### config.mk
export PLATFORM = sky130hd
export DESIGN_NAME = job_prog_slave
export DESIGN_NICKNAME = d
export VERILOG_FILES = /design/src/rtl/job_prog_slave.sv
export SDC_FILE = /design/constraint.sdc
export NUM_CORES = 1
export LEC_CHECK = 0
export CORE_MARGIN = 5
export CORE_UTILIZATION = 30
export DETAILED_ROUTE_END_ITERATION = 8
export HOLD_SLACK_MARGIN = 0.03
export MAX_ROUTING_LAYER = met4
export PLACE_DENSITY_LB_ADDON = 0.1
export SLEW_MARGIN = 20
export SYNTH_ARGS = -nofsm -noshare
export SYNTH_HDL_FRONTEND = slang
export SYNTH_SLANG_ARGS = --single-unit
### constraint.sdc
create_clock -name clk_i -period 5.7 [get_ports clk_i]
set_clock_uncertainty 0.15 [all_clocks]
set_input_delay 1.14 -clock clk_i [delete_from_list [all_inputs] [get_ports clk_i]]
set_output_delay 1.14 -clock clk_i [all_outputs]
set_load 0.02 [all_outputs]
### src/rtl/job_prog_slave.sv
// Bus-side responder for job programming: slot allocation, 8-word descriptor writes,
// barrier and status reads. Completed descriptors are queued for a load/store engine.
module job_prog_slave #(
  parameter int unsigned NB_JOBS    = 2,
  parameter int unsigned DATA_WIDTH = 32,
  parameter int unsigned ADDR_WIDTH = 32,
  parameter int unsigned BE_WIDTH   = DATA_WIDTH / 8
) (
  input  logic                    clk_i,
  input  logic                    rst_i,
  input  logic                    req,
  input  logic [ADDR_WIDTH-1:0]   add,
  input  logic                    wen,
  input  logic [BE_WIDTH-1:0]     be,
  input  logic [DATA_WIDTH-1:0]   wdata,
  output logic                    gnt,
  output logic                    r_valid,
  output logic [DATA_WIDTH-1:0]   r_rdata,
  output logic                    job_valid_o,
  output logic [8*DATA_WIDTH-1:0] job_data_o,
  input  logic                    job_ready_i,
  input  logic                    job_done_i
);

  localparam int unsigned PtrW = $clog2(NB_JOBS);
  localparam int unsigned CntW = PtrW + 1;
  localparam int unsigned OutW = PtrW + 2;

  typedef enum logic [1:0] {StIdle, StFill, StBarWait} state_e;

  state_e state_q, state_d, ret_q, ret_d;

  logic [PtrW-1:0]       wr_ptr_q, rd_ptr_q;
  logic [CntW-1:0]       count_q, count_d;
  logic [OutW-1:0]       out_q, out_d, pending;
  logic [2:0]            word_cnt_q;
  logic                  err_q;
  logic                  r_valid_q, r_valid_d;
  logic [DATA_WIDTH-1:0] r_rdata_q, r_rdata_d;
  logic [DATA_WIDTH-1:0] mem_q [NB_JOBS][8];

  logic       gnt_int, rd, wr, rd_alloc, rd_bar, rd_stat;
  logic       alloc_ok, wr_ok, wr_bad, commit, pop, done_ok, done_bad, bar_idle;
  logic       reserved, head_valid;
  logic [7:0] addr8;
  logic       unused_add;

  assign addr8      = add[7:0];
  assign unused_add = ^add[ADDR_WIDTH-1:8];

  // Only one transaction may be in flight while a barrier waits.
  assign gnt_int  = req & ~rst_i & (state_q != StBarWait);
  assign rd       = gnt_int & wen;
  assign wr       = gnt_int & ~wen;
  assign rd_alloc = rd & (addr8 == 8'h00);
  assign rd_bar   = rd & (addr8 == 8'h04);
  assign rd_stat  = rd & (addr8 == 8'h08);

  assign reserved   = (state_q == StFill) | ((state_q == StBarWait) & (ret_q == StFill));
  assign head_valid = (count_q != '0);

  assign alloc_ok = rd_alloc & (state_q == StIdle) & (count_q < CntW'(NB_JOBS));
  assign wr_ok    = wr & (state_q == StFill) & (be == '1);
  assign wr_bad   = wr & ~((state_q == StFill) & (be == '1));
  assign commit   = wr_ok & (word_cnt_q == 3'd7);
  assign pop      = head_valid & job_ready_i;

  // Popped-but-unfinished jobs; a done pulse with none of these is a protocol error.
  assign pending  = out_q - OutW'(count_q);
  assign done_ok  = job_done_i & (pending != '0);
  assign done_bad = job_done_i & (pending == '0);

  assign out_d    = out_q + OutW'(commit) - OutW'(done_ok);
  assign count_d  = count_q + CntW'(commit) - CntW'(pop);
  assign bar_idle = (out_d == '0);

  // State register
  always_ff @(posedge clk_i) begin
    if (rst_i) begin
      state_q <= StIdle;
      ret_q   <= StIdle;
    end else begin
      state_q <= state_d;
      ret_q   <= ret_d;
    end
  end

  // Next-state logic
  always_comb begin
    state_d = state_q;
    ret_d   = ret_q;
    unique case (state_q)
      StIdle: begin
        if (alloc_ok) begin
          state_d = StFill;
        end else if (rd_bar && !bar_idle) begin
          state_d = StBarWait;
          ret_d   = StIdle;
        end
      end
      StFill: begin
        if (commit) begin
          state_d = StIdle;
        end else if (rd_bar && !bar_idle) begin
          state_d = StBarWait;
          ret_d   = StFill;
        end
      end
      StBarWait: begin
        if (bar_idle) state_d = ret_q;
      end
      default: state_d = StIdle;
    endcase
  end

  // Response generation
  always_comb begin
    r_valid_d = 1'b0;
    r_rdata_d = '0;
    if (gnt_int) begin
      r_valid_d = rd_bar ? bar_idle : 1'b1;
      if (rd_alloc) begin
        r_rdata_d = alloc_ok ? DATA_WIDTH'(wr_ptr_q) : '1;
      end else if (rd_stat) begin
        r_rdata_d = DATA_WIDTH'({err_q, reserved, 8'(out_q), 8'(count_q)});
      end
    end else if (state_q == StBarWait && bar_idle) begin
      r_valid_d = 1'b1;
    end
  end

  always_ff @(posedge clk_i) begin
    if (rst_i) begin
      wr_ptr_q   <= '0;
      rd_ptr_q   <= '0;
      count_q    <= '0;
      out_q      <= '0;
      word_cnt_q <= '0;
      err_q      <= 1'b0;
      r_valid_q  <= 1'b0;
      r_rdata_q  <= '0;
    end else begin
      r_valid_q <= r_valid_d;
      r_rdata_q <= r_rdata_d;
      count_q   <= count_d;
      out_q     <= out_d;
      if (commit) wr_ptr_q <= wr_ptr_q + 1'b1;
      if (pop)    rd_ptr_q <= rd_ptr_q + 1'b1;
      if (commit) begin
        word_cnt_q <= '0;
      end else if (wr_ok) begin
        word_cnt_q <= word_cnt_q + 3'd1;
      end
      // A new error in the same cycle as a STATUS read stays visible.
      if (wr_bad || done_bad) begin
        err_q <= 1'b1;
      end else if (rd_stat) begin
        err_q <= 1'b0;
      end
    end
  end

  always_ff @(posedge clk_i) begin
    if (wr_ok) mem_q[wr_ptr_q][word_cnt_q] <= wdata;
  end

  assign gnt         = gnt_int;
  assign r_valid     = r_valid_q & ~rst_i;
  assign r_rdata     = rst_i ? '0 : r_rdata_q;
  assign job_valid_o = head_valid & ~rst_i;

  always_comb begin
    job_data_o = '0;
    for (int k = 0; k < 8; k++) begin
      job_data_o[k*DATA_WIDTH +: DATA_WIDTH] = job_valid_o ? mem_q[rd_ptr_q][k] : '0;
    end
  end

endmodule
==> metrics <==
clk buf depth 3; worst-skew pair later-pin latency 0.58 ns; initial DRC count 646; sequential element share of the synthesized area 76.6%; final RePlAce weighted congestion 0.740; post-synth top area share 74.1%; antenna-violating nets left 0; Layout area overhead 31.4%; sw power 3000 µW; post-cts hold buffer count 0; met2 capacity usage during global routing 25.5%; FF+latch area 15,900 µm²; startpoint types input pin; internal cell power 7570 µW; f_max 206 MHz; worst r2r path cells 13; gr busiest metal met2; top cells by count, synth edfxtp_1, nor2_1, mux2i_1, buf_2, clkbuf_1; PwrDens 388 nW/µm²; Data required, critical path 4.41 ns; most frequent cell after synthesis edfxtp_1; Post-Synthesis Cell Area 20,700 µm²; DR WL/cell 21.7 µm; mean post-synth cell area 16.4 µm²; row cnt 96; Final Cycle Share 85.2%; vias in the first global route 12,038; TritonCTS Sinks 537; CTS Buf Count 57; Setup crit end job_data_o[62]; crit end category output pin; PortBufs 340; RR Endpoint state_q[0]; initial core utilization 30.2%; max-slew violations 0; CTS resizes 0; Reg clk slew, reported paths 0.06 ns; multi-input combinational cell area 4470 µm²; largest net degree at the start of global routing 132; Via density 4.40; CTS tree yes; Hold Crit Depth 2; R2R Path Start word_cnt_q[0]; Final #Nets 1,709; drt first pass iters 4; Slew headroom 39.0%; setup_tns 0 ns; initial antenna violation count 0; internal reg-to-reg setup slack 2.11 ns; FFs w/ async S/R, synth 0%; Worst Path Arrival 3.57 ns; Max Fanout on Critical Path 67; main area contributors after synthesis edfxtp_1, mux2i_1, nor2_1, dfxtp_1, buf_2; Synth Register Bits 537; prevailing post-synth register cell edfxtp_1; Non-Filler Instances 2,605; Post-synth EDFFs 512; share of post-route cells with drive strength above 1 9.26%; Post-Route WL 56,600 µm; RSZ-0062 raised after global routing no; clock tree root driver cell clkbuf_16; M3 GR Usage 2.84%; Gate Count Post-Synth 1,267; Unique masters post-synth 46; combinational power share 24.4%; placed cell areas 25,500 µm²; H-tree levels 2; Worst Hold Class reg2reg; Ys Warns 0; number of diodes 0; switch share 28.3%; first-pass GRT wire length 82,100 µm; Seq pwr share 41.9%; cell area after layout 27,300 µm²; Mapped Nets 1,350; die width 273 µm; post-synth top area cell edfxtp_1; Vias 11,471; Final Hold Vio Count 0; VDD IR max 0.205 mV; Cells after DPL 2,498; Final setup viols 0; Die Y 273 µm; met1 global-route usage 19.5%; die area 74,500 µm²; Tmin final 4.86 ns; Final HPWL DP 36,600 µm; Leakage Power 0.00838 µW; CP startpoint rst_i; Core ar. 68,600 µm²; Remaining Overflow, GRT 0; post-CTS setup buffer count 0; Top Ports 365; worst slew pin tran 0.915 ns; crit path kind in2out; Fillers 6,301; run status finished, final reports clean; Max-Cap Viols 0; total track usage 15.2%; DRC violation count after routing 0; clock group share of total power 33.8%
==> critical path: stages <==
cell and delay [ns]:
clkdlybuf4s50_1 0.57, buf_4 0.22, inv_1 0.13, o21ai_4 0.11
buf_12 0.29, buf_4 0.35, nor2_1 0.08, clkdlybuf4s50_1 0.56
==> worst min-delay path by stage <==
stage,endpoint,from,slack [ns]
3_5_place_dp,r_rdata_q[17],err_q,0.30
2_1_floorplan,r_rdata_q[17],err_q,0.27
3_3_place_gp,r_rdata_q[17],err_q,0.30
6_report,r_rdata_q[17],err_q,0.30
4_1_cts,r_rdata_q[17],err_q,0.31
5_1_grt,r_rdata_q[17],err_q,0.35
==> through the flow <==
stage | worst slack [ns] | total power, µW | hold WS, ns | util, %
after floorplan | 0.0835 | 5990 | 0.274 | -
after global placement | 0.851 | 7140 | 0.297 | 37.1
after detailed placement | 0.825 | 7140 | 0.298 | 37.1
after CTS | 0.825 | 10800 | 0.306 | 39.7
after global routing | 0.714 | 11100 | 0.346 | 39.7
final | 0.841 | 10600 | 0.303 | 39.7
==> power groups by stage <==
stage	Sequential [µW]	Combinational, µW	Clock (µW)
finish	4430	2570	3570
global placement	4510	2630	0
CTS	4430	2640	3700
floorplan	4430	1560	0
detailed placement	4510	2630	0
global route	4430	2760	3870
==> placed cells by master, fill, tap and decap left out, types with 9 or more instances in the layout <==
cell	count
clkinv_2	10
inv_1	12
buf_12	10
clkdlybuf4s50_1	340
clkbuf_1	18
nor2b_1	15
mux2i_1	257
dfxtp_1	24
nor2_1	269
buf_4	38
clkbuf_16	59
edfxtp_1	512
nor2_4	9
clkinv_1	11
==> routing by layer <==
layer	part of all wire, %	up-vias
met5	0	-
met4	1.6	0
met3	4.4	62
met2	50	251
met1	44	5798
li1	-	5360
==> final cells by class <==
| type | count | area share, % |
|---|---|---|
| sequential | 537 | 58.3 |
| inverter | 13 | 0.179 |
| timing repair buffer | 388 | 14.3 |
| multi-input combinational | 629 | 16.4 |
| clock inverter | 28 | 0.863 |
| clock buffer | 79 | 5.77 |
| tap | 931 | 4.27 |
==> kinds of logic after synthesis <==
| group | Yosys count | synth area share (%) |
|---|---|---|
| flops | 537 | 76.6 |
| simple gates | 337 | 7.04 |
| mux | 257 | 12.4 |
| buf+inv | 101 | 2.51 |
| compound gates | 19 | 0.549 |
| fa+ha+maj | 9 | 0.579 |
| xor+xnor | 7 | 0.368 |
==> registers in the layout (all words and copies together) (netlist names), 2 cells and up, named ones only <==
signal / flops
mem_q: 512
word_cnt_q: 3
state_q: 2
out_q: 3
count_q: 2
r_rdata_q: 9
Power figures use the tool's default switching activity.
